===== src/rtl/vector_mem_sequencer.sv =====
// vector_mem_sequencer
// Serialises one LANES x 8-bit vector store or load over a byte-wide memory
// port, one lane per cycle, then pulses resp_valid for one cycle.
// Lane 1 is the most significant byte of req_data / resp_data.
// Optional feature macro: VSEQ_LANE_MASK_EN adds a per-lane enable mask
// (req_mask, bit LANES-1 = lane 1). A masked-off lane still takes its cycle
// but issues no access, and loads return 0x00 for it.
//
// Handshake: a request is taken on a rising edge where req_valid and
// req_ready are both high; req_ready is high only in IDLE, and requests
// presented while it is low are dropped, not queued. resp_valid is a
// single-cycle pulse with no back-pressure.
module vector_mem_sequencer #(
  parameter int ADDR_W = 12,
  parameter int LANES  = 16
) (
  input  logic                 clk,
  input  logic                 rst,
  input  logic                 req_valid,
  output logic                 req_ready,
  input  logic                 req_write,
  input  logic [ADDR_W-1:0]    req_base,
  input  logic [8*LANES-1:0]   req_data,
`ifdef VSEQ_LANE_MASK_EN
  input  logic [LANES-1:0]     req_mask,
`endif
  output logic                 mem_en,
  output logic                 mem_we,
  output logic [ADDR_W-1:0]    mem_addr,
  output logic [7:0]           mem_wdata,
  input  logic [7:0]           mem_rdata,
  output logic                 resp_valid,
  output logic [8*LANES-1:0]   resp_data,
  output logic                 busy,
  output logic [2:0]           dbg_state
);

  localparam int IDX_W = $clog2(LANES);
  localparam logic [IDX_W-1:0] LAST = IDX_W'(LANES - 1);

  typedef enum logic [2:0] {
    S_IDLE  = 3'd0,
    S_STORE = 3'd1,
    S_LOAD  = 3'd2,
    S_DRAIN = 3'd3,
    S_RESP  = 3'd4
  } state_t;

  state_t             state;
  logic [IDX_W-1:0]   i;
  logic [IDX_W-1:0]   i_nxt;
  logic [IDX_W-1:0]   i_prev;
  logic [ADDR_W-1:0]  base_q;
  logic [8*LANES-1:0] data_q;
  logic [8*LANES-1:0] load_buf;
  logic [LANES-1:0]   mask_q;
  logic [LANES-1:0]   mask_in;

`ifdef VSEQ_LANE_MASK_EN
  assign mask_in = req_mask;
`else
  assign mask_in = '1;
`endif

  assign i_nxt     = i + IDX_W'(1);
  assign i_prev    = i - IDX_W'(1);
  assign req_ready = (state == S_IDLE);
  assign busy      = (state != S_IDLE);
  assign dbg_state = state;

  // Bit position of a 0-based lane index (lane 1 sits in the top slot).
  function automatic logic [IDX_W-1:0] lane_pos(input logic [IDX_W-1:0] idx);
    return LAST - idx;
  endfunction

  function automatic logic [7:0] lane_byte(input logic [8*LANES-1:0] v,
                                           input logic [IDX_W-1:0]   idx);
    return v[{lane_pos(idx), 3'b000} +: 8];
  endfunction

  function automatic logic lane_on(input logic [LANES-1:0] m,
                                   input logic [IDX_W-1:0] idx);
    return m[lane_pos(idx)];
  endfunction

  // Address wraps naturally at 2^ADDR_W because the sum keeps ADDR_W bits.
  function automatic logic [ADDR_W-1:0] lane_addr(input logic [ADDR_W-1:0] b,
                                                  input logic [IDX_W-1:0]  idx);
    return b + ADDR_W'(idx);
  endfunction

  // Sequencer FSM: all memory-port and response outputs are registered here,
  // so the access for lane i appears the cycle after it is scheduled.
  always_ff @(posedge clk) begin
    if (rst) begin
      state      <= S_IDLE;
      i          <= '0;
      base_q     <= '0;
      data_q     <= '0;
      load_buf   <= '0;
      mask_q     <= '1;
      mem_en     <= 1'b0;
      mem_we     <= 1'b0;
      mem_addr   <= '0;
      mem_wdata  <= '0;
      resp_valid <= 1'b0;
      resp_data  <= '0;
    end else begin
      resp_valid <= 1'b0;
      case (state)
        S_IDLE: begin
          if (req_valid) begin
            base_q    <= req_base;
            data_q    <= req_data;
            mask_q    <= mask_in;
            load_buf  <= '0;
            i         <= '0;
            mem_en    <= lane_on(mask_in, '0);
            mem_we    <= req_write;
            mem_addr  <= req_base;
            mem_wdata <= lane_byte(req_data, '0);
            state     <= req_write ? S_STORE : S_LOAD;
          end
        end
        S_STORE, S_LOAD: begin
          // Read data for lane i-1 arrives one cycle after its strobe.
          if (state == S_LOAD && i != '0) begin
            load_buf[{lane_pos(i_prev), 3'b000} +: 8] <=
              lane_on(mask_q, i_prev) ? mem_rdata : 8'h00;
          end
          if (i == LAST) begin
            mem_en <= 1'b0;
            mem_we <= 1'b0;
            if (state == S_STORE) begin
              resp_valid <= 1'b1;
              state      <= S_RESP;
            end else begin
              state <= S_DRAIN;
            end
          end else begin
            i         <= i_nxt;
            mem_en    <= lane_on(mask_q, i_nxt);
            mem_addr  <= lane_addr(base_q, i_nxt);
            mem_wdata <= lane_byte(data_q, i_nxt);
          end
        end
        S_DRAIN: begin
          // Last lane's read data is merged straight into the response.
          resp_data  <= {load_buf[8*LANES-1:8],
                         lane_on(mask_q, LAST) ? mem_rdata : 8'h00};
          resp_valid <= 1'b1;
          state      <= S_RESP;
        end
        S_RESP: begin
          i     <= '0;
          state <= S_IDLE;
        end
        default: state <= S_IDLE;
      endcase
    end
  end

endmodule


===== config.mk =====
export PLATFORM = sky130hd
export DESIGN_NAME = vector_mem_sequencer
export DESIGN_NICKNAME = d
export VERILOG_FILES = /design/src/rtl/vector_mem_sequencer.sv
export SDC_FILE = /design/constraint.sdc
export NUM_CORES = 1
export LEC_CHECK = 0
export ABC_CLOCK_PERIOD_IN_PS = 4000
export CAP_MARGIN = 20
export CORE_MARGIN = 2
export CORE_UTILIZATION = 52
export CTS_CLUSTER_DIAMETER = 50
export DETAILED_ROUTE_END_ITERATION = 10
export PLACE_DENSITY_LB_ADDON = 0.05
export SLEW_MARGIN = 0
export SYNTH_ARGS = -nofsm -noshare
export SYNTH_HDL_FRONTEND = slang
export SYNTH_SLANG_ARGS = --single-unit

===== constraint.sdc =====
create_clock -name clk -period 4 [get_ports clk]
set_input_delay 0.8 -clock clk [delete_from_list [all_inputs] [get_ports clk]]
set_output_delay 0.8 -clock clk [all_outputs]
set_load 0.03 [all_outputs]

==> flow_summary_export.csv <==
group,metric,value,unit
place,port_buffers,307,
critical_path,critPathTopFamily,"buffers and inverters",
logic_synthesis,synthCells,1831,
critical_path,worstPathArrival,2.53,ns
routing,antenna_left,0,
layout,antenna-diode-count,0,
clock_tree,clock_latency,0.53,ns
routing,detail_route.first_pass.iterations,5,
clock_tree,post_cts_resized,0,
place,dpl_cell_area,19060,sq um
critical_path,cp_slowest_cell,"clkdlybuf4s50_1",
layout,multi_input_area,6934,sq um
layout,layout.nets,2223,
sta,max_freq,0.2999,GHz
critical_path,critPathKind,"reg -> out",
routing,drtIter0Drc,1025,
critical_path,end_kind,"output pin",
floorplanning,start_util,0.5310,
global_route,grt_pass1_vias,13070,
sta,finalSetupViolCount,0,
global_route,grt.overflow.total,0,
place,gp_congestion,0.8661,
layout,layout-drive-gt1-share,0.05981,
place,placedCellCount,2406,
sta,slew_headroom,0.2653,
pwr,vdd_drop_max,0.2749,mV
layout,instances_no_fill,2480,
sta,final_max_slew_viol_count,0,
logic_synthesis,netlist-cell-type-count,61,
critical_path,path_cells,"nor3_1 > inv_1 > clkdlybuf4s50_1",
global_route,grt_pass1_wl,69250,um
clock_tree,clkSinkCount,418,
critical_path,worst_setup_path_start_kind,"flop",
clock_tree,root_buffer,"clkbuf_16",
routing,drc,0,
sta,rsz0062_at_grt,"no",
clock_tree,cts_buffers,43,
run_status,status,"finished clean",
critical_path,critPathMaxFanout,15,
logic_synthesis,yosysSeqAreaShare,0.5275,
clock_tree,clk_pin_slew_worst_paths,0.06,ns
critical_path,crit_required,3.20,ns
layout,seq_area,8369,sq um
logic_synthesis,syn_area,15860,sq um
floorplanning,fp.coreArea,29870,sq um
layout,area_growth,28.91,%
sta,setup_tns,0,ns
logic_synthesis,avgSynthCellArea,8.664,sq um
sta,fin_hold_ws,0.4501,ns
routing,viasPerCell,5.558,
sta,period_share,0.8337,
run,cap_violations,0,
sta,fin_crit,3.335,ns
sta,final_hold_viol_count,0,
pwr,cellPowerDensity,471.6,nW/um^2
floorplanning,num_io_pins,308,
pwr,p_leak,0.007191,uW
sta,tightest_slew,1.102,ns
clock_tree,cts_hold_buf,0,
place,hpwl,29580,um
global_route,grtUsageTotal,0.2737,
routing,routedWlPerCell,17.97,um
clock_tree,clockBufferDepth,3,
global_route,grt_max_degree,142,
floorplanning,dieWidth,178.7,um
logic_synthesis,synth_ff_type,"dfxtp_1",
routing,drt-total-wl,44560,um
hold_path,min_path_type,"reg -> reg",
clock_tree,htreeDepth,2,
floorplanning,die_h,178.7,um
sta,fin_skew,0.01416,ns
floorplanning,die_area,31920,sq um
critical_path,cp_num_buf_inv,2,
logic_synthesis,synth_fp_nets,1993,
layout,fin_area,20450,sq um
logic_synthesis,synth_seq_cells,418,
logic_synthesis,synth-edff-count,0,
routing,num_vias,13790,
critical_path,max_stage_delay,0.67,ns
floorplanning,rows,63,
clock_tree,cts_setup_buffers,0,
layout,fillerInstances,2512,
clock_tree,cts_tree,"done",
logic_synthesis,async_flop_share,0,
logic_synthesis,yosysWarnings,0,
global_route,antenna_found_initial,1,
## worst min-delay path, delay by kind of cell (launching register included)
| kind | cells | cell delay (ns) |
|---|---|---|
| AND/OR/NAND/NOR | 1 | 0.05 |
| AO/OA/AOI/OAI | 1 | 0.05 |
| flip-flops | 1 | 0.31 |
## metal layers
layer,up-vias,wire [um],GRT usage
met4,2,786,0.06301
met3,60,3164,0.06340
met2,425,22090,0.4788
met5,-,16,0
li1,6752,-,-
met1,6546,18510,0.3429
## Yosys cell counts, drive strengths merged, types with 2 or more instances
| cell type | instances | area, sq um |
|---|---|---|
| a2111oi | 4 | 35.03 |
| a211oi | 9 | 67.56 |
| a21boi | 2 | 15.01 |
| a21o | 5 | 37.54 |
| a21oi | 298 | 1495 |
| a22o | 80 | 700.7 |
| a22oi | 35 | 262.8 |
| a311oi | 3 | 26.28 |
| a31oi | 8 | 50.05 |
| a32o | 24 | 240.2 |
| and3 | 5 | 31.28 |
| buf | 36 | 171.4 |
| clkbuf | 104 | 390.4 |
| dfxtp | 418 | 8368 |
| ha | 9 | 112.6 |
| inv | 9 | 33.78 |
| mux2i | 25 | 250.2 |
| mux4 | 16 | 360.4 |
| nand2 | 561 | 2106 |
| nand2b | 6 | 37.54 |
| nand3 | 17 | 85.08 |
| nand4 | 2 | 12.51 |
| nor2 | 67 | 286.5 |
| nor2b | 10 | 62.56 |
| nor3 | 5 | 25.02 |
| nor3b | 5 | 37.54 |
| nor4 | 3 | 25.02 |
| nor4b | 2 | 23.77 |
| o211ai | 2 | 15.01 |
| o21ai | 10 | 57.56 |
| o221a | 2 | 22.52 |
| o221ai | 9 | 78.83 |
| o22ai | 6 | 43.79 |
| o31ai | 2 | 15.01 |
| or3 | 2 | 12.51 |
| or4 | 2 | 15.01 |
| xnor2 | 8 | 70.07 |
| xor2 | 7 | 68.82 |
## power breakdown
part	switching (uW)	internal (uW)	total, uW
sequential	101	4320	4420
combinational	807	498	1310
clock	1600	2330	3920
total	2500	7140	9640
## cell usage in the layout, fill, tap and decap left out, types with 6 or more instances in the layout
cell type,instances
a21oi_1,297
nand2b_1,6
nand3_1,17
inv_1,9
mux2i_1,25
clkbuf_8,12
clkdlybuf4s50_1,306
clkbuf_16,43
nor2_1,58
nand2_1,560
dfxtp_1,417
a32o_1,24
xnor2_1,8
o21ai_0,8
o221ai_1,9
a31oi_1,8
buf_4,15
mux4_2,16
a22o_1,80
nor2b_1,10
clkbuf_1,9
a22oi_1,35
ha_1,8
a211oi_1,9
xor2_1,6
## sequential cells by signal, indices dropped and copies added (netlist names)
signal,count
mem_en,1
data_q,128
resp_data,128
mem_we,1
mem_wdata,8
resp_valid,1
load_buf,120
mem_addr,12
i,4
base_q,12
dbg_state,3
## stage by stage
| step | utilization | power, uW | setup WS, ns |
|---|---|---|---|
| finish | 0.6845 | 9644 | 0.6654 |
| global route | 0.6845 | 9989 | 0.5455 |
| CTS | 0.6845 | 9693 | 0.6536 |
| detailed placement | 0.6381 | 5806 | 0.8489 |
| global placement | 0.6380 | 5782 | 0.8632 |
| floorplan | - | 5299 | 1.116 |
## layout make-up
cell class | instances | share of cell area
clock buffer | 64 | 0.06235
clock inverter | 10 | 0.005384
timing repair buffer | 325 | 0.1582
tap | 390 | 0.02386
multi-input combinational | 1263 | 0.3391
inverter | 10 | 0.001836
sequential | 418 | 0.4093
## final timing paths
kind	startpoint	end	slack (ns)	depth (start not counted)
worst max-delay path	dbg_state[1]	busy	0.67	3
worst min-delay path	load_buf[59]	resp_data[59]	0.45	2
worst max register to register	i[1]	mem_addr[6]	1.02	9
worst min register to register	load_buf[59]	resp_data[59]	0.45	2
## cell families after synthesis
logic type      after synthesis  synth area share
simple gates                691            0.1758
compound gates              506            0.2033
flops                       418            0.5275
buf+inv                     150           0.03778
mux                          41           0.03849
xor+xnor                     15          0.008755
fa+ha+maj                    10          0.008360
(Power assumes the default switching activity.)
==> RTL change (config.mk and constraints unchanged) <==
`LANES`: 16 -> 8.
--- a/src/rtl/vector_mem_sequencer.sv
+++ b/src/rtl/vector_mem_sequencer.sv
@@ -12,7 +12,7 @@
 // single-cycle pulse with no back-pressure.
 module vector_mem_sequencer #(
   parameter int ADDR_W = 12,
-  parameter int LANES  = 16
+  parameter int LANES  = 8
 ) (
   input  logic                 clk,
   input  logic                 rst,
Ports: changed (resized req_data and resp_data); port bits go from 308 to 180. The function was not compared with the original's and may differ.
==> RTL change against the original RTL <==
Routed wire length fell by 49%. Design area is 44% lower. Largest power group unchanged. Sequential cell count fell by 193. Fmax is 9.0% higher. Critical endpoint is now load_buf[38]$_SDFFE_PP0P_. Synthesized area decreased by 44%. Clock power shrank 46%. Total power fell by 44%. Setup slack improved by 0.28 ns.
==> RTL change: results (changes against the original RTL) <==
* Initial antenna violation count at 0 (-1)
* Placed cell area at 10700 um^2 (-44%)
* Status: finished clean
* Iteration-0 DRC Markers at 509 (-50%)
* P_leak at 4.03 nW (-44%)
* VDD IR max at 292 uV (+6.1%)
* Dpl ws at 0.895 ns (+0.0461 ns)
* Reg2Reg Setup Slack at 0.94 ns (-0.08 ns)
* Routed len/inst at 16.3 um (-9.3%)
* Synth top area cells: dfxtp_1 51%, nand2_1 13%, a21oi_1 9.5%
* HPWL after DPL at 14800 um (-50%)
* Hold_ws at 0.446 ns (-0.00398 ns)
* CP Max Fanout at 8 (-7)
* Fillers at 1394 (-45%)
* Endpoint arrival time on the critical path at 3.42 ns (+0.89 ns)
* Measured slew at the worst slew-check pin at 0.950 ns (-0.152 ns)
* Worst reg-to-reg path cell count at 10 (+1)
* First-pass GRT wire length at 36500 um (-47%)
* Most frequent cells after synthesis: 303 x nand2_1, 225 x dfxtp_1, 169 x a21oi_1, 61 x clkbuf_1, 32 x a32o_1
* Post-Route Skew at 0.0120 ns (-0.00220 ns)
* Worst Hold Path EP: resp_data[47]$_SDFFE_PP0P_
* Seq/Total Area, Yosys at 50.8% (-1.9 points)
* Worst skew pair latency at 0.51 ns (-0.02 ns)
* RD Place Congestion at 0.842 (-2.8%)
* Syn_nets at 1120 (-44%)
* Overall global routing resource usage at 24.6% (-2.8 points)
* Crit path to: load_buf[38]$_SDFFE_PP0P_
* Clock H-tree levels at 1 (-1)
* Share of cells above drive strength 1 at 6.86% (+0.88 points)
* DR vias/cell at 5.55 (about the same)
* Vias in the first global route at 7019 (-46%)
* Layout Nets at 1254 (-44%)
* Asr flop ratio synth at 0% (unchanged)
* Biggest regs: data_q (64), resp_data (64), load_buf (56)
* Largest net degree at the start of global routing at 136 (-4.2%)
* IO Port Bufs at 179 (-42%)
* Fmax at 327 MHz (+9.0%)
* CTS Buf Count at 24 (-44%)
==> RTL change: cell count changes after synthesis, moves of 43 or more <==
cell and delta:
dfxtp_1 -193, nand2_1 -258, a21oi_1 -128, a22o_1 -64, clkbuf_1 -43
==> RTL change: kinds of logic (layout without fill, tap and decap cells) <==
family | after synthesis | after routing | synth area share, %
AND/OR/NAND/NOR | 395 | 395 | 19.1
AO/OA/AOI/OAI | 270 | 270 | 19.0
flip-flops | 225 | 225 | 50.8
buffers and inverters | 89 | 236 | 4.01
multiplexers | 17 | 17 | 4.19
adder cells (fa/ha/maj) | 13 | 13 | 1.92
XOR/XNOR | 10 | 10 | 0.988
==> RTL change: stage by stage <==
step	total power, mW	std cells
after floorplan	2.98	1019
after global placement	3.28	1347
after detailed placement	3.29	1347
after CTS	5.40	1386
after global routing	5.56	1386
final	5.37	1386
==> RTL change: routing by layer <==
metal / track usage, % / vias up / share of wire [%]
li1: - / 3802 / -
met4: 5.61 / 0 / 1.3
met2: 38.4 / 256 / 45
met5: 0 / - / 0
met1: 36.5 / 3612 / 47
met3: 3.23 / 27 / 6.3
==> RTL change: worst max-delay path, cell delays in order, from the launching register on <==
cell and delay (ns):
dfxtp_1 0.39, inv_1 0.11, ha_1 0.19, ha_1 0.32, inv_1 0.06, ha_1 0.44, inv_1 0.07, a2111o_1 0.43
or4_1 0.67, nand3_1 0.16, a21oi_1 0.08
==> RTL change: report_power, final <==
part	leakage (nW)	internal [mW]	switching, mW
Clock	0.376	1.29	0.841
Combinational	1.82	0.340	0.503
Sequential	1.83	2.34	0.0631
Total	4.03	3.96	1.41
==> RTL change: area by class of cell <==
class,count,share of cell area [%]
flip-flops and latches,225,39.3
multi-input cells,705,35.1
repair buffers,189,16.4
clock buffers,35,6.21
well taps,220,2.40
clock inverters,4,0.392
inverters,8,0.262
